--- src/rtl/road_light_driver_pkg.sv ---
// Shared junction definitions: FSM state encoding and default interval/size constants.
package road_light_driver_pkg;

    typedef enum logic [1:0] {
        ST_IDLE    = 2'd0,
        ST_ALL_RED = 2'd1,
        ST_GREEN   = 2'd2,
        ST_YELLOW  = 2'd3
    } state_t;

    localparam int DEF_NUM_ROADS      = 4;
    localparam int DEF_ROAD_W         = 2;
    localparam int DEF_YELLOW_CYCLES  = 3;
    localparam int DEF_ALL_RED_CYCLES = 2;

    function automatic int max_int(input int a, input int b);
        return (a > b) ? a : b;
    endfunction

endpackage

--- src/rtl/road_light_driver_if.sv ---
// Road request in from the lane-timing counter, per-road lamp drives and status out.
interface road_light_driver_if #(
    parameter int NUM_ROADS = 4,
    parameter int ROAD_W    = 2
);
    logic                 light_en;
    logic [ROAD_W-1:0]    road_sel;
    logic [NUM_ROADS-1:0] green;
    logic [NUM_ROADS-1:0] yellow;
    logic [NUM_ROADS-1:0] red;
    logic [ROAD_W-1:0]    active_road;
    logic                 busy;

    modport master (
        output light_en, road_sel,
        input  green, yellow, red, active_road, busy
    );

    modport slave (
        input  light_en, road_sel,
        output green, yellow, red, active_road, busy
    );
endinterface

--- src/rtl/road_light_driver_lamp_decode.sv ---
// Combinational lamp decode: state + owning road -> red/yellow/green vectors.
module road_lamp_decode
    import road_light_driver_pkg::*;
#(
    parameter int NUM_ROADS = 4,
    parameter int ROAD_W    = 2
) (
    input  state_t               state,
    input  logic [ROAD_W-1:0]    active_road,
    output logic [NUM_ROADS-1:0] green,
    output logic [NUM_ROADS-1:0] yellow,
    output logic [NUM_ROADS-1:0] red
);

    always_comb begin
        green  = '0;
        yellow = '0;
        for (int i = 0; i < NUM_ROADS; i++) begin
            if (active_road == ROAD_W'(i)) begin
                green[i]  = (state == ST_GREEN);
                yellow[i] = (state == ST_YELLOW);
            end
        end
        // Red is the complement so each road always shows exactly one lamp.
        red = ~(green | yellow);
    end

endmodule

--- src/rtl/road_light_driver.sv ---
// Junction lamp sequencer: GREEN -> YELLOW -> ALL_RED -> GREEN on each handover.
// Lamps are decoded from the next state and registered, so a request shows one cycle later.
module road_light_driver
    import road_light_driver_pkg::*;
#(
    parameter int NUM_ROADS      = DEF_NUM_ROADS,
    parameter int ROAD_W         = DEF_ROAD_W,
    parameter int YELLOW_CYCLES  = DEF_YELLOW_CYCLES,
    parameter int ALL_RED_CYCLES = DEF_ALL_RED_CYCLES
) (
    input  logic clk,
    input  logic rst,
    road_light_driver_if.slave bus
);

    localparam int TIMER_W = $clog2(max_int(YELLOW_CYCLES, ALL_RED_CYCLES) + 1);
    localparam logic [TIMER_W-1:0] Y_LOAD  = TIMER_W'(YELLOW_CYCLES - 1);
    localparam logic [TIMER_W-1:0] AR_LOAD = TIMER_W'(ALL_RED_CYCLES - 1);
    localparam logic [ROAD_W:0]    NUM_LIM = (ROAD_W + 1)'(NUM_ROADS);

    state_t               state_q, state_d;
    logic [TIMER_W-1:0]   timer_q, timer_d;
    logic [ROAD_W-1:0]    active_q, active_d;
    logic                 busy_q, busy_d;
    logic [NUM_ROADS-1:0] green_q, yellow_q, red_q;
    logic [NUM_ROADS-1:0] green_d, yellow_d, red_d;
    logic                 sel_valid;

    assign sel_valid = ({1'b0, bus.road_sel} < NUM_LIM);

    always_comb begin
        state_d  = state_q;
        timer_d  = timer_q;
        active_d = active_q;
        case (state_q)
            ST_IDLE: begin
                if (bus.light_en) begin
                    state_d = ST_ALL_RED;
                    timer_d = AR_LOAD;
                end
            end
            ST_ALL_RED: begin
                if (timer_q == '0) begin
                    if (bus.light_en) begin
                        state_d = ST_GREEN;
                        // An out-of-range request re-greens the previous road.
                        if (sel_valid) active_d = bus.road_sel;
                    end else begin
                        state_d = ST_IDLE;
                    end
                end else begin
                    timer_d = timer_q - TIMER_W'(1);
                end
            end
            ST_GREEN: begin
                if (!bus.light_en || (sel_valid && (bus.road_sel != active_q))) begin
                    state_d = ST_YELLOW;
                    timer_d = Y_LOAD;
                end
            end
            ST_YELLOW: begin
                if (timer_q == '0) begin
                    state_d = ST_ALL_RED;
                    timer_d = AR_LOAD;
                end else begin
                    timer_d = timer_q - TIMER_W'(1);
                end
            end
            default: state_d = ST_IDLE;
        endcase
        busy_d = (state_d == ST_ALL_RED) || (state_d == ST_YELLOW);
    end

    road_lamp_decode #(
        .NUM_ROADS (NUM_ROADS),
        .ROAD_W    (ROAD_W)
    ) u_decode (
        .state       (state_d),
        .active_road (active_d),
        .green       (green_d),
        .yellow      (yellow_d),
        .red         (red_d)
    );

    always_ff @(posedge clk or posedge rst) begin
        if (rst) begin
            state_q  <= ST_IDLE;
            timer_q  <= '0;
            active_q <= '0;
            busy_q   <= 1'b0;
            green_q  <= '0;
            yellow_q <= '0;
            red_q    <= '1;
        end else begin
            state_q  <= state_d;
            timer_q  <= timer_d;
            active_q <= active_d;
            busy_q   <= busy_d;
            green_q  <= green_d;
            yellow_q <= yellow_d;
            red_q    <= red_d;
        end
    end

    assign bus.green       = green_q;
    assign bus.yellow      = yellow_q;
    assign bus.red         = red_q;
    assign bus.active_road = active_q;
    assign bus.busy        = busy_q;

endmodule
--- src/flat_wrapper.sv ---
// flat-port wrapper written by rule: the top's interface ports become plain ports
module road_light_driver_flat import road_light_driver_pkg::*;
#(
    parameter int NUM_ROADS      = DEF_NUM_ROADS,
    parameter int ROAD_W         = DEF_ROAD_W,
    parameter int YELLOW_CYCLES  = DEF_YELLOW_CYCLES,
    parameter int ALL_RED_CYCLES = DEF_ALL_RED_CYCLES
)
  (clk, rst, bus_light_en, bus_road_sel, bus_green, bus_yellow, bus_red, bus_active_road, bus_busy);
  road_light_driver_if #(.NUM_ROADS(NUM_ROADS), .ROAD_W(ROAD_W)) bus_i ();
  input  logic clk;
  input  logic rst;
  input wire logic [$bits(bus_i.light_en)-1:0] bus_light_en;
  input wire logic [$bits(bus_i.road_sel)-1:0] bus_road_sel;
  output wire logic [$bits(bus_i.green)-1:0] bus_green;
  output wire logic [$bits(bus_i.yellow)-1:0] bus_yellow;
  output wire logic [$bits(bus_i.red)-1:0] bus_red;
  output wire logic [$bits(bus_i.active_road)-1:0] bus_active_road;
  output wire logic [$bits(bus_i.busy)-1:0] bus_busy;
  assign bus_i.light_en = bus_light_en;
  assign bus_i.road_sel = bus_road_sel;
  assign bus_green = bus_i.green;
  assign bus_yellow = bus_i.yellow;
  assign bus_red = bus_i.red;
  assign bus_active_road = bus_i.active_road;
  assign bus_busy = bus_i.busy;
  road_light_driver #(.NUM_ROADS(NUM_ROADS), .ROAD_W(ROAD_W), .YELLOW_CYCLES(YELLOW_CYCLES), .ALL_RED_CYCLES(ALL_RED_CYCLES)) u_core (.clk(clk), .rst(rst), .bus(bus_i));
endmodule
--- config.mk ---
export PLATFORM = sky130hd
export DESIGN_NAME = road_light_driver_flat
export DESIGN_NICKNAME = d
export VERILOG_FILES = /design/src/rtl/road_light_driver_pkg.sv /design/src/rtl/road_light_driver_if.sv /design/src/rtl/road_light_driver_lamp_decode.sv /design/src/rtl/road_light_driver.sv /design/src/flat_wrapper.sv
export SDC_FILE = /design/constraint.sdc
export NUM_CORES = 1
export LEC_CHECK = 0
export CAP_MARGIN = 20
export CORE_UTILIZATION = 47
export DETAILED_ROUTE_END_ITERATION = 8
export PLACE_DENSITY = 0.77
export SLEW_MARGIN = 20
export SYNTH_ARGS = -nofsm -noshare
export SYNTH_HDL_FRONTEND = slang
export SYNTH_HIERARCHICAL = 1
export SYNTH_SLANG_ARGS = --single-unit
--- constraint.sdc ---
create_clock -name clk -period 2.2 [get_ports clk]
set_input_delay 0.44 -clock clk [delete_from_list [all_inputs] [get_ports clk]]
set_output_delay 0.44 -clock clk [all_outputs]
set_load 0.03 [all_outputs]
==> reports/qor.csv, run 1 <==
stage,metric,value,unit
die,die_y,43.8,um
power,ir_drop,0.00103,V
synth,synth_top_area_share,42.7,%
drt,dr.pass1.iters,8,
layout,multi_input_area,320,um^2
sta,finalHoldViolCount,0,
clock_tree,clock_path_buffers,2,
layout,n_fill_cell,120,
clock_tree,clock_sinks,18,
synth,yosysWarnings,6,
synth,syn_inst,61,
sta,tns,0,ps
die,die_w,43.8,um
place,gp_congestion,0.818,
layout,num-nets-final,88,
worst_setup_path,timing.critical_path.buf_inv,1,
worst_setup_path,ff2ff_setup_slack,300,ps
flow_run,drv_cap,0,
clock_tree,cts_setup_buffers,0,
place,post-place-ws,80.0,ps
synth,syn_area_per_cell,13.4,um^2
worst_setup_path,cp_top_family,buffers and inverters,
drt,drc,1,
global_routing,grt_pass1_vias,528,
synth,synth_top_cells_by_area,"dfrtp_1, dfstp_2, and4bb_1",
die,io_pins,20,
layout,drive_above_1_share,13.8,%
power,p_per_area,1440,mW/mm^2
worst_setup_path,cp.arrival,1480,ps
sta,tightest_slew,641,ps
place,numPortBuffers,19,
layout,regArea,455,um^2
layout,syn2layout_area_growth,26.1,%
global_routing,grtUsageTotal,17.6,%
clock_tree,htree_levels,1,
clock_tree,clock_latency,280,ps
place,hpwl,998,um
sta,fmax,0.520,GHz
synth,ys_types,27,
synth,ys_seq_elements,18,
sta,rsz0062_at_grt,no,
drt,vias,531,
worst_setup_path,crit_path_end_kind,primary output,
drt,routed_wl,1.42,mm
synth,synth_fp_nets,68,
layout,final_common_cell,clkdlybuf4s50_1,
clock_tree,cts_buffers,3,
clock_tree,cts_hold_buf,0,
worst_setup_path,max_stage_delay,710,ps
worst_setup_path,worstPathCellList,clkdlybuf4s50_1,
min_path,hold_path.class,primary input to async pin,
worst_setup_path,worst_path_max_delay_cell,clkdlybuf4s50_1,
drt,drt-vias-per-instance,5.53,
layout,layout_common_cells,"clkdlybuf4s50_1, dfrtp_1, nand3b_1, dfstp_2",
clock_tree,cts_resized,0,
synth,synth_area,820,um^2
worst_setup_path,path_depth,1,
outcome,outcome,"complete, but fails checks",
sta,slew_headroom,57.2,%
layout,antenna_cells,0,
synth,yosysTopAreaCell,dfrtp_1,
sta,finalCritPeriodShare,87.4,%
global_routing,grt.overflow.total,0,
worst_setup_path,cp-start-kind,flip-flop,
die,rows,14,
sta,finalWorstSetupSlack,276,ps
worst_setup_path,worstPathMaxFanout,8,
clock_tree,cts_tree,yes,
global_routing,grt_pass1_wl,2.42,mm
clock_tree,root_buffer,clkbuf_4,
clock_tree,path_clk_slew,100,ps
synth,ys_seq_area_share,55.6,%
sta,period_minus_slack,1920,ps
drt,ant_nets,0,
sta,finClkSkew,3.49,ps
worst_setup_path,ff2ff_path_depth,5,
drt,drt-wirelength-per-cell,14.7,um
global_routing,grt_max_degree,19,
worst_setup_path,required,1760,ps
die,core,0.00156,mm^2
die,die-area,0.00191,mm^2
outcome,failed_checks,design-rule violations,
sta,drv_slew,0,
power,leakage,0.000463,uW
global_routing,antenna_found_initial,0,
drt,drt-initial-drc-count,7,
worst_setup_path,worstSetupPathType,flip-flop to primary output,
sta,final-setup-viol-count,0,
die,start_util,52.6,%
flip-flops by register name (all words and copies together), names as in the netlist:
register	count
u_core/bus.green	4
u_core/timer_q	2
u_core/bus.active_road	2
u_core/state_q	2
u_core/bus.yellow	4
u_core/bus.red	4
metal layers:
metal | global-route usage (%) | vias up | share of wire, %
met5 | 0 | - | 0
met4 | 5.63 | 0 | 0
met3 | 4.58 | 0 | 3.2
met2 | 29.6 | 8 | 51
met1 | 22.3 | 260 | 46
li1 | - | 263 | -
layout make-up:
class	instances	area share, %
Sequential cell	18	44.1
Multi-Input combinational cell	36	31.0
Clock buffer	4	3.51
Timing Repair Buffer	19	18.4
Tap cell	16	1.94
Inverter	3	1.09
synthesized netlist by cell type:
library cell / number
dfstp_2: 4
o21ai_0: 1
a21o_1: 1
ha_1: 2
nand4b_1: 1
a211o_1: 1
nand2_1: 3
mux2_1: 2
buf_2: 2
and4_1: 1
buf_6: 2
or2_1: 1
or3b_1: 1
o31a_1: 1
and4bb_1: 3
and4b_2: 1
nor2b_2: 1
a211oi_1: 3
dfrtp_1: 14
nand3_1: 1
nand3b_1: 4
and4b_1: 2
inv_1: 3
xor2_1: 2
mux2i_1: 1
nor4b_4: 1
nor4_1: 2
metrics by stage:
stage / hold slack [ps] / instance area, um^2 / util (%) / total power (uW) / instances
after floorplan: 376 / 820 / - / 1100 / 61
after global placement: 685 / 997 / 64.0 / 1270 / 92
after detailed placement: 703 / 997 / 64.0 / 1290 / 92
after CTS: 550 / 1030 / 66.3 / 1500 / 96
after global routing: 595 / 1030 / 66.3 / 1580 / 96
final: 531 / 1030 / 66.3 / 1490 / 96
logic make-up (layout without fill, tap and decap cells):
family | after synthesis | count (layout) | share of synthesized area [%]
and+or+nand+nor | 22 | 22 | 23.5
DFF | 18 | 18 | 55.6
AOI/OAI and AO/OA | 7 | 7 | 6.41
buffers and inverters | 7 | 26 | 5.34
muxes | 3 | 3 | 3.97
adders and majority gates | 2 | 2 | 3.05
xor gates and xnor gates | 2 | 2 | 2.14
worst paths after layout:
check	start	to
max in group asynchronous	rst	u_core/bus.green[0]$_DFF_PP0_
max	u_core/state_q[0]$_DFF_PP0_	bus_busy
min reg2reg	u_core/timer_q[1]$_DFFE_PP0P_	u_core/timer_q[1]$_DFFE_PP0P_
min	rst	u_core/timer_q[1]$_DFFE_PP0P_
min in group clk	u_core/timer_q[1]$_DFFE_PP0P_	u_core/timer_q[1]$_DFFE_PP0P_
max reg2reg	u_core/timer_q[0]$_DFFE_PP0P_	u_core/bus.red[0]$_DFF_PP1_
power by group:
group	switching, uW	internal (uW)	total (uW)
clock	96.4	101	197
sequential	81.2	452	533
combinational	440	316	756
total	618	868	1490
(Power assumes the default switching activity.)
==> inputs of run 2 (changes only) <==
CAP_MARGIN = default   (was 20)
GPL_TIMING_DRIVEN = 0   (was default)
==> reports/qor.csv, run 2 (same netlist as run 1, synthesis figures left out) <==
stage,metric,value,unit,change
place,post-place-ws,173,ps,+93.2 ps
drt,dr.pass1.iters,5,,-3
die,io_pins,20,,unchanged
layout,antenna_cells,0,,unchanged
clock_tree,root_buffer,clkbuf_4,,
layout,final_common_cell,clkdlybuf4s50_1,,
clock_tree,htree_levels,1,,unchanged
clock_tree,cts_hold_buf,0,,unchanged
worst_setup_path,timing.critical_path.buf_inv,1,,unchanged
sta,finalHoldViolCount,0,,unchanged
sta,finalCritPeriodShare,87.5,%,about the same
sta,finClkSkew,5.00,ps,+1.51 ps
place,placedInstanceArea,0.00103,mm^2,+3.3%
drt,routed_wl,1.39,mm,-1.5%
sta,tightest_slew,647,ps,+6.24 ps
die,rows,14,,unchanged
die,start_util,52.6,%,unchanged
worst_setup_path,worstSetupPathType,flip-flop to primary output,,
worst_setup_path,crit_path_end_kind,primary output,,
clock_tree,cts_setup_buffers,0,,unchanged
die,core,0.00156,mm^2,unchanged
drt,ant_nets,0,,unchanged
outcome,outcome,"complete, but fails checks",,
worst_setup_path,max_stage_delay,710,ps,about the same
layout,num-nets-final,92,,+4.5%
drt,drt-initial-drc-count,4,,-3
clock_tree,clock_sinks,18,,unchanged
global_routing,antenna_found_initial,0,,unchanged
global_routing,grt.overflow.total,0,,unchanged
worst_setup_path,cp-start-kind,flip-flop,,
layout,syn2layout_area_growth,30.1,%,
sta,drv_slew,0,,unchanged
clock_tree,path_clk_slew,100,ps,about the same
clock_tree,cts_tree,yes,,
clock_tree,clock_latency,280,ps,about the same
outcome,failed_checks,design-rule violations,,
sta,rsz0062_at_grt,no,,
global_routing,grt_pass1_vias,529,,+0.19%
drt,vias,548,,+3.2%
global_routing,grt_max_degree,19,,unchanged
power,leakage,0.000484,uW,+4.6%
sta,period_minus_slack,1920,ps,+0.789 ps
die,die-area,0.00191,mm^2,unchanged
die,die_y,43.8,um,unchanged
flow_run,drv_cap,0,,unchanged
power,ir_drop,0.000851,V,-18%
drt,drt-vias-per-instance,5.48,,-0.93%
sta,finalWorstSetupSlack,275,ps,-0.789 ps
worst_setup_path,worstPathCellList,clkdlybuf4s50_1,,
clock_tree,cts_buffers,3,,unchanged
worst_setup_path,cp.arrival,1480,ps,about the same
sta,fmax,0.520,GHz,about the same
die,die_w,43.8,um,unchanged
min_path,hold_path.class,primary input to async pin,,
drt,drt-wirelength-per-cell,13.9,um,-5.4%
power,p_per_area,1450,mW/mm^2,+0.94%
worst_setup_path,ff2ff_setup_slack,400,ps,+100 ps
global_routing,grt_pass1_wl,2.33,mm,-4.0%
worst_setup_path,worst_path_max_delay_cell,clkdlybuf4s50_1,,
drt,drc,1,,unchanged
clock_tree,clock_path_buffers,2,,unchanged
place,numPortBuffers,19,,unchanged
sta,slew_headroom,56.8,%,-0.42 points
clock_tree,cts_resized,0,,unchanged
worst_setup_path,worstPathMaxFanout,8,,unchanged
sta,final-setup-viol-count,0,,unchanged
layout,drive_above_1_share,17.9,%,+4.1 points
worst_setup_path,required,1760,ps,about the same
global_routing,grtUsageTotal,17.4,%,-0.29 points
place,hpwl,970,um,-2.9%
power,finalPower,1550,uW,+4.1%
place,gp_congestion,0.692,,-15%
layout,layout_common_cells,"clkdlybuf4s50_1, dfrtp_1, nand3b_1, dfstp_2",,
worst_setup_path,cp_top_family,buffers and inverters,,
layout,design_area,0.00107,mm^2,+3.1%
sta,tns,0,ps,unchanged
[run 2: metal layers]
layer	part of all wire (%)	vias to the layer above	track usage, %
met5	0	-	0
met4	1.6	0	15.6
met3	3.5	2	5.00
met2	49	10	23.9
met1	46	267	21.9
li1	-	269	-
[run 2: layout make-up]
type | count | area, um^2
Inverter | 3 | 11.3
Sequential cell | 18 | 455
Fill cell | 107 | 493
Multi-Input combinational cell | 36 | 320
Tap cell | 16 | 20.0
Clock buffer | 4 | 36.3
Timing Repair Buffer | 19 | 190
Buffer | 4 | 32.5
[run 2: worst paths after layout]
path / endpoint / depth (start not counted) / start
setup / recovery: bus_busy / 1 / u_core/state_q[0]$_DFF_PP0_
hold / removal: u_core/timer_q[1]$_DFFE_PP0P_ / 2 / rst
setup reg to reg: u_core/bus.green[3]$_DFF_PP0_ / 6 / u_core/timer_q[0]$_DFFE_PP0P_
hold reg to reg: u_core/bus.active_road[1]$_DFF_PP0_ / 1 / u_core/bus.active_road[1]$_DFF_PP0_
max in group asynchronous: u_core/bus.green[0]$_DFF_PP0_ / 2 / rst
min in group clk: u_core/bus.active_road[1]$_DFF_PP0_ / 1 / u_core/bus.active_road[1]$_DFF_PP0_
[run 2: report_power, final]
group	switching (uW)	total [uW]	internal, uW
logic	468	835	368
clock network	97.5	198	101
registers	61.9	513	452
[run 2: metrics by stage]
| step | cells | hold slack [ps] | utilization [%] |
|---|---|---|---|
| floorplan | 61 | 376 | - |
| global placement | 96 | 620 | 66.1 |
| detailed placement | 96 | 620 | 66.1 |
| CTS | 100 | 558 | 68.4 |
| global route | 100 | 600 | 68.4 |
| finish | 100 | 533 | 68.4 |
